File: config.mk
export PLATFORM = sky130hd
export DESIGN_NAME = radix4_wmod_arbiter
export DESIGN_NICKNAME = d
export VERILOG_FILES = /design/src/rtl/radix4_online_pkg.sv /design/src/rtl/rr_priority_arbiter.sv /design/src/rtl/radix4_wmod_arbiter.sv
export SDC_FILE = /design/constraint.sdc
export NUM_CORES = 1
export LEC_CHECK = 0
export BUFFER_PORTS_ARGS = -buffer_cell sky130_fd_sc_hd__buf_2
export CORE_MARGIN = 2
export CORE_UTILIZATION = 39
export CTS_CLUSTER_DIAMETER = 30
export DETAILED_ROUTE_END_ITERATION = 8
export PLACE_DENSITY_LB_ADDON = 0.3
export REMOVE_ABC_BUFFERS = 1
export SETUP_SLACK_MARGIN = 0.5
export SLEW_MARGIN = 20
export SYNTH_ARGS = -nofsm -noshare
export SYNTH_HDL_FRONTEND = slang
export SYNTH_SLANG_ARGS = --single-unit
File: constraint.sdc
create_clock -name clk -period 2.59 [get_ports clk]
set_clock_uncertainty 0.1 [all_clocks]
set_input_delay 0.3885 -clock clk [delete_from_list [all_inputs] [get_ports clk]]
set_output_delay 0.3885 -clock clk [all_outputs]
set_load 0.02 [all_outputs]
File: src/rtl/radix4_online_pkg.sv
// Shared helpers for the radix-4 online arithmetic datapath: residual sizing,
// digit slicing and the signed-digit top-digit fold.
package radix4_online_pkg;

    typedef struct packed {
        logic [7:0] d2;
        logic       folded;
        logic       overflow;
    } fold_t;

    function automatic int nd_digits(input int no_of_digits, input int delta);
        return no_of_digits + delta + 1;
    endfunction

    function automatic int w_bits(input int no_of_digits, input int delta, input int radix_bits);
        return radix_bits * nd_digits(no_of_digits, delta);
    endfunction

    function automatic int digit_lsb(input int k, input int radix_bits);
        return k * radix_bits;
    endfunction

    // Digits arrive sign-extended to 8 bits; the caller truncates d2 back to
    // its digit width, so an out-of-range fold wraps rather than saturates.
    function automatic fold_t fold_digit_pair(input logic signed [7:0] d1,
                                              input logic signed [7:0] d2,
                                              input int radix);
        fold_t r;
        r.d2       = d2;
        r.folded   = 1'b0;
        r.overflow = 1'b0;
        if (d1 == 8'sd1) begin
            r.d2     = d2 + 8'(radix);
            r.folded = 1'b1;
        end else if (d1 == -8'sd1) begin
            r.d2     = d2 - 8'(radix);
            r.folded = 1'b1;
        end else if (d1 != 8'sd0) begin
            r.overflow = 1'b1;
        end
        return r;
    endfunction

endpackage

File: src/rtl/rr_priority_arbiter.sv
// Round-robin priority search: first requester at or after ptr wins, modulo num_req.
module rr_priority_arbiter #(
    parameter int num_req = 4,
    localparam int IDW = $clog2(num_req)
) (
    input  logic [num_req-1:0] req,
    input  logic [IDW-1:0]     ptr,
    input  logic               enable,
    output logic [num_req-1:0] grant,
    output logic [IDW-1:0]     grant_idx,
    output logic               grant_valid
);

    logic [IDW-1:0] cand_idx [num_req];

    generate
        for (genvar gi = 0; gi < num_req; gi++) begin : g_cand
            logic [IDW:0] sum;
            assign sum = {1'b0, ptr} + (IDW+1)'(gi);
            assign cand_idx[gi] = (sum >= (IDW+1)'(num_req)) ?
                                  IDW'(sum - (IDW+1)'(num_req)) : IDW'(sum);
        end
    endgenerate

    logic found;

    // Scan from the far end so the candidate closest to ptr wins last.
    always_comb begin
        grant       = '0;
        grant_idx   = '0;
        found       = 1'b0;
        for (int k = num_req - 1; k >= 0; k--) begin
            if (req[cand_idx[k]]) begin
                grant_idx = cand_idx[k];
                found     = 1'b1;
            end
        end
        grant_valid = found && enable;
        if (grant_valid) begin
            grant[grant_idx] = 1'b1;
        end
    end

endmodule

File: src/rtl/radix4_wmod_arbiter.sv
// Shared residual fold unit: round-robin picks one requester per cycle and
// returns its folded residual through a single registered, id-tagged response.
module radix4_wmod_arbiter
    import radix4_online_pkg::*;
#(
    parameter int no_of_digits = 4,
    parameter int radix_bits   = 3,
    parameter int radix        = 4,
    parameter int delta        = 2,
    parameter int num_req      = 4,
    localparam int ND  = nd_digits(no_of_digits, delta),
    localparam int W   = w_bits(no_of_digits, delta, radix_bits),
    localparam int IDW = $clog2(num_req)
) (
    input  logic                 clk,
    input  logic                 reset,
    input  logic [num_req-1:0]   req_valid,
    output logic [num_req-1:0]   req_ready,
    input  logic [num_req*W-1:0] req_w,
    output logic                 rsp_valid,
    input  logic                 rsp_ready,
    output logic [W-1:0]         rsp_w,
    output logic [IDW-1:0]       rsp_id,
    output logic                 rsp_folded,
    output logic                 rsp_overflow
);

    localparam int D1_LSB = digit_lsb(ND - 1, radix_bits);
    localparam int D2_LSB = digit_lsb(ND - 2, radix_bits);

    logic                 rsp_valid_reg;
    logic [W-1:0]         rsp_w_reg;
    logic [IDW-1:0]       rsp_id_reg;
    logic                 rsp_folded_reg;
    logic                 rsp_overflow_reg;
    logic [IDW-1:0]       ptr_reg;

    logic                 slot_free;
    logic [num_req-1:0]   grant;
    logic [IDW-1:0]       grant_idx;
    logic                 grant_valid;

    assign slot_free = !rsp_valid_reg || rsp_ready;

    rr_priority_arbiter #(.num_req(num_req)) u_arb (
        .req         (req_valid),
        .ptr         (ptr_reg),
        .enable      (slot_free),
        .grant       (grant),
        .grant_idx   (grant_idx),
        .grant_valid (grant_valid)
    );

    assign req_ready = grant;

    logic [W-1:0]            sel_w;
    logic [radix_bits-1:0]   d1_raw;
    logic [radix_bits-1:0]   d2_raw;
    logic signed [7:0]       d1_ext;
    logic signed [7:0]       d2_ext;
    fold_t                   fold_res;
    logic [W-1:0]            folded_w;

    assign sel_w  = req_w[grant_idx*W +: W];
    assign d1_raw = sel_w[D1_LSB +: radix_bits];
    assign d2_raw = sel_w[D2_LSB +: radix_bits];
    assign d1_ext = 8'(signed'(d1_raw));
    assign d2_ext = 8'(signed'(d2_raw));

    always_comb begin
        fold_res = fold_digit_pair(d1_ext, d2_ext, radix);
        folded_w = sel_w;
        if (fold_res.folded) begin
            folded_w[D1_LSB +: radix_bits] = '0;
            folded_w[D2_LSB +: radix_bits] = radix_bits'(fold_res.d2);
        end
    end

    always_ff @(posedge clk) begin
        if (reset) begin
            rsp_valid_reg    <= 1'b0;
            rsp_w_reg        <= '0;
            rsp_id_reg       <= '0;
            rsp_folded_reg   <= 1'b0;
            rsp_overflow_reg <= 1'b0;
            ptr_reg          <= '0;
        end else if (grant_valid) begin
            rsp_valid_reg    <= 1'b1;
            rsp_w_reg        <= folded_w;
            rsp_id_reg       <= grant_idx;
            rsp_folded_reg   <= fold_res.folded;
            rsp_overflow_reg <= fold_res.overflow;
            ptr_reg          <= (grant_idx == IDW'(num_req - 1)) ? '0 : grant_idx + IDW'(1);
        end else if (rsp_ready) begin
            rsp_valid_reg    <= 1'b0;
        end
    end

    assign rsp_valid    = rsp_valid_reg;
    assign rsp_w        = rsp_w_reg;
    assign rsp_id       = rsp_id_reg;
    assign rsp_folded   = rsp_folded_reg;
    assign rsp_overflow = rsp_overflow_reg;

endmodule

==> out/qor.yml, run 1 <==
largest_reg_flops: 21
synth_most_common_cell: "nand2_1"
grt_pass1_vias: 2319
ys_seq_elements: 28
hold_buffers: 0
antenna_found_initial: 0
cp.arrival_ns: 1.82
layout_min_cycle_time_ns: 2.31
regArea_sq_um: 568
clk_latency_ns: 0.27
final_nets: 533
final_cell_area_sq_um: 3010
drt_wl_total_um: 6420
netlist_top_cells_count: "nand2_1 (102), nand3_1 (63), dfxtp_1 (28), a21oi_1 (26), clkbuf_1 (15)"
placed_area_sq_um: 2710
gr-total-overflow: 0
crit_fanout: 3
num_vias: 2581
vias_per_cell: 5.12
leakage_uw: 0.00150
synth.top_cells.by_area: "dfxtp_1 (29%), nand2_1 (20%), nand3_1 (16%), a21oi_1 (6.7%), clkbuf_1 (2.9%)"
synth_cell_types: 34
final_max_slew_viol_count: 0
p_clk_share_pct: 14.8
combPwrFrac_pct: 55.5
synth_top_flop_cell: "dfxtp_1"
die_x_um: 74.4
min_period_over_period_pct: 89.2
die_area_sq_um: 5540
rows: 25
coreArea_sq_um: 4750
syn_to_final_growth_pct: 55.8
antenna_cells: 0
seqPwrFrac_pct: 29.7
dp_slack_ns: -0.00305
outcome: "finished clean"
multi_input_comb_area_sq_um: 1380
fillers: 459
worst_setup_path_start_kind: "input pin"
relSlewSlack_pct: 53.2
htree_num_levels: 1
end_kind: "output port"
cp.required_ns: 2.10
pin_count: 121
grt_pass1_wl_um: 10100
setup_violations: 0
synth_cells: 300
cts_buffers: 3
rsz0062_at_grt: "yes"
drive_above_1_share_pct: 42.1
holdWs_ns: 0.310
clock-sinks: 28
worst_slack_ns: 0.279
yosysWarnings: 0
cpLargestDelayFamily: "simple AND/OR/NAND/NOR gates"
synth_top_cell_by_area: "dfxtp_1"
cp_slowest_cell: "or4_4"
p_sw_uw: 735
dp_hpwl_um: 4730
synth_async_sr_flop_share_pct: 0
dr.pass1.iters: 4
drc: 0
grt_use_total_pct: 22.7
final_antenna_net_count: 0
yosysTopAreaCellShare_pct: 29.0
powerDensity_nw_per_um2: 612
synth-edff-count: 0
gp_congestion: 0.906
cts_tree: "built"
cp_common_cell: "buf_6"
swShare_pct: 39.8
hold_class: "in2reg"
start_util_pct: 40.7
cpPeakStageDelay_ns: 0.57
synth_area_sq_um: 1930
die_y_um: 74.4
worst_slew_pin_slew_ns: 0.703
clockBufferDepth: 2
numPortBuffers: 120
hold_violations: 0
crit_chain: "buf_2 > nor2b_4 > or4_4 > nand2_4 > buf_6 > ha_4 > and2_4 > buf_6"
maxCapViolCount: 0
drt_iter0_markers: 100
routedWlPerCell_um: 12.7
path_buf_inv: 3
clk_pin_slew_ns: 0.10
grt_max_degree: 32
fmax_mhz: 433
p_int_uw: 1110
ys_seq_area_share_pct: 29.0
crit_type: "in2out"
synth_area_per_cell_sq_um: 6.45
ir_worst_vdd_v: 0.000299
root_buffer: "clkbuf_8"
## per-stage QoR
| stage | TNS, ns | power (uW) | util [%] | instances |
|---|---|---|---|---|
| 6_report | 0 | 1850 | 63.4 | 504 |
| 5_1_grt | 0 | 1990 | 63.4 | 504 |
| 4_1_cts | 0 | 1830 | 62.4 | 501 |
| 3_5_place_dp | -0.00305 | 1450 | 57.1 | 489 |
| 3_3_place_gp | 0 | 1440 | 57.1 | 489 |
| 2_1_floorplan | -7.82 | 1090 | - | 279 |
## tightest hold or removal path, stage by stage
cell and delay (ns):
buf_2 0.07, inv_1 0.06, nand2_1 0.07, a21oi_1 0.05
## cell type report
type | count | share of cell area (%)
inverter | 3 | 0.706
timing repair buffer | 154 | 30.0
sequential | 28 | 18.8
tap | 67 | 2.78
clock buffer | 4 | 1.83
multi-input combinational | 248 | 45.8
## metal layers
| metal | vias up | GRT usage, % | share of wire, % |
|---|---|---|---|
| met4 | 0 | 6.35 | 1.4 |
| met5 | - | 0 | 0 |
| met2 | 117 | 39.8 | 48 |
| met3 | 8 | 5.42 | 8.5 |
| met1 | 1151 | 27.8 | 42 |
| li1 | 1305 | - | - |
## logic make-up after synthesis
kind of cell	synth area share [%]
AND/OR/NAND/NOR	47.3
flip-flops	29.0
XOR/XNOR	0.453
AO/OA/AOI/OAI	15.2
multiplexers	0.582
adder cells (fa/ha/maj)	2.59
buffers and inverters	4.85
## final timing paths
check	slack, ns	end	start	depth (start not counted)
worst max-delay path	0.28	req_ready[1]	req_valid[2]	8
worst min-delay path	0.31	rsp_valid	rsp_ready	4
worst max register to register	0.33	rsp_w[17]	ptr_reg[1]	8
worst min register to register	0.36	rsp_w[18]	rsp_w[18]	2
## what timing repair did
item / 4_1_cts / 5_1_grt
buffers inserted: 8 / 3
endpoints found under the setup margin: 28 / 25
gates resized for setup: 37 / 6
hold endpoints to repair: 0 / 0
pin swaps: 11 / 5
## power by group through the flow
stage	clock network, uW	registers, uW	logic [uW]
2_1_floorplan	0	643	447
3_3_place_gp	0	552	885
3_5_place_dp	0	554	896
4_1_cts	284	547	998
5_1_grt	301	558	1130
6_report	274	548	1020
## cells in the final DEF, fill, tap and decap left out, types with 3 or more instances in the layout
master / instances
dfxtp_1: 26
nand3b_1: 3
nor4_1: 5
nor2_1: 6
nor3b_1: 4
nand2_1: 102
and2_4: 5
a21oi_1: 25
buf_4: 26
buf_2: 116
a32oi_2: 3
ha_4: 4
buf_6: 11
a221oi_1: 4
nand3_1: 63
clkbuf_8: 4
(Power assumes the default switching activity.)
==> run 2: changes to the inputs <==
- CORE_UTILIZATION: 39 -> 35
==> out/qor.yml, run 2 (synthesis results as in run 1) <==
vias_per_cell: 4.97  # -3.0%
routedWlPerCell_um: 12.7  # -0.23%
start_util_pct: 35.8  # -4.9 points
fin_setup_tns_ns: 0  # unchanged
clk_pin_slew_ns: 0.10  # about the same
htree_num_levels: 1  # unchanged
layout_min_cycle_time_ns: 2.29  # -0.0171 ns
clk_latency_ns: 0.27  # about the same
coreArea_sq_um: 5410  # +14%
antenna_cells: 0  # unchanged
final_antenna_net_count: 0  # unchanged
cts_tree: "built"
min_period_over_period_pct: 88.6  # -0.66 points
setup_violations: 0  # unchanged
ir_worst_vdd_v: 0.000302  # +1.3%
dr.pass1.iters: 4  # unchanged
clock-sinks: 28  # unchanged
cp.arrival_ns: 1.81  # about the same
die_y_um: 78.3  # +5.3%
outcome: "finished clean"
hold_buffers: 0  # unchanged
leakage_uw: 0.00150  # -0.35%
drt_iter0_markers: 83  # -17%
grt_pass1_vias: 2394  # +3.2%
rsz0062_at_grt: "yes"
fmax_mhz: 436  # +0.75%
fillers: 537  # +17%
numPortBuffers: 120  # unchanged
drive_above_1_share_pct: 42.5  # +0.39 points
crit_fanout: 3  # unchanged
final_nets: 530  # -0.56%
grt_pass1_wl_um: 10800  # +7.1%
cpPeakStageDelay_ns: 0.50  # -0.07 ns
rows: 27  # +8.0%
gp_congestion: 0.804  # -11%
clockBufferDepth: 2  # unchanged
grt_max_degree: 35  # +9.4%
worst_slew_pin_slew_ns: 0.589  # -0.114 ns
die_area_sq_um: 6140  # +11%
final_max_slew_viol_count: 0  # unchanged
num_vias: 2509  # -2.8%
end_kind: "output port"
drt_wl_total_um: 6420  # about the same
worst_setup_path_start_kind: "flop"
final_common_cell: "buf_2"
hold_class: "in2reg"
die_x_um: 78.3  # +5.3%
pin_count: 121  # unchanged
relSlewSlack_pct: 60.7  # +7.6 points
largest_reg_flops: 21  # unchanged
hold_violations: 0  # unchanged
antenna_found_initial: 0  # unchanged
crit_chain: "nor2b_4 > or4b_4 > nand2_4 > clkinv_4 > ha_2 > and2_4 > buf_6"
dp_hpwl_um: 4730  # about the same
crit_type: "reg2out"
cp_slowest_cell: "or4b_4"
cts_buffers: 3  # unchanged
grt_use_total_pct: 21.3  # -1.4 points
layout_common_cells: "buf_2 (116), nand2_1 (102), nand3_1 (63), dfxtp_1 (26), a21oi_1 (24)"
maxCapViolCount: 0  # unchanged
powerDensity_nw_per_um2: 606  # -1.0%
hold_depth: 4  # unchanged
syn_to_final_growth_pct: 56.9
drc: 0  # unchanged
ff2ff_path_depth: 8  # unchanged
holdWs_ns: 0.302  # -0.00798 ns
gr-total-overflow: 0  # unchanged
root_buffer: "clkbuf_8"
cp.required_ns: 2.10  # about the same
run 2: cell type report:
| cell class | count | area, sq um | share of cell area [%] |
|---|---|---|---|
| well taps | 72 | 90.1 | 2.97 |
| multi-input cells | 248 | 1410 | 46.4 |
| clock buffers | 3 | 41.3 | 1.36 |
| flip-flops and latches | 28 | 568 | 18.7 |
| inverters | 3 | 17.5 | 0.577 |
| repair buffers | 151 | 911 | 30.0 |
run 2: power by group:
part           switching, uW  internal, uW
logic                    567           489
clock network            129           104
registers               41.3           508
total                    738          1100
run 2: what timing repair did:
| action | 4_1_cts | 5_1_grt |
|---|---|---|
| resized for setup | 41 | 8 |
| pin swaps | 10 | 2 |
| setup buffers | 7 | 1 |
| setup endpoints to repair | 27 | 25 |
| hold endpoints to repair | 0 | 0 |
| cloned | 0 | 1 |
run 2: stage by stage:
step                total power (uW)  worst slack, ns  utilization [%]  cell area (sq um)  instances
global placement                1440           0.0877             50.2               2710        493
finish                          1840            0.296             56.2               3040        505
global route                    1990            0.244             56.2               3040        505
floorplan                       1090           -0.772                -               1850        279
detailed placement              1450           0.0439             50.2               2710        493
CTS                             1810            0.305             55.0               2970        503
run 2: final timing paths:
path | startpoint | to | slack, ns
max | ptr_reg[0] | req_ready[0] | 0.30
min | rsp_ready | rsp_valid | 0.30
max reg2reg | ptr_reg[0] | rsp_w[17] | 0.33
min reg2reg | rsp_w[19] | rsp_w[19] | 0.35
run 2: routing by layer:
metal | global-route usage, % | vias up | routed length [um] | share of wire (%)
met4 | 5.09 | 0 | 50 | 0.78
met2 | 36.9 | 109 | 2940 | 46
met3 | 4.02 | 4 | 566 | 8.8
li1 | - | 1295 | - | -
met5 | 0 | - | 0 | 0
met1 | 27.3 | 1101 | 2850 | 44
run 2: worst max-delay path: cells and delay by family, from the launching register on:
kind	cells	cell delay (ns)
flip-flops	1	0.38
AND/OR/NAND/NOR	4	0.79
buffers and inverters	2	0.18
adder cells (fa/ha/maj)	1	0.18
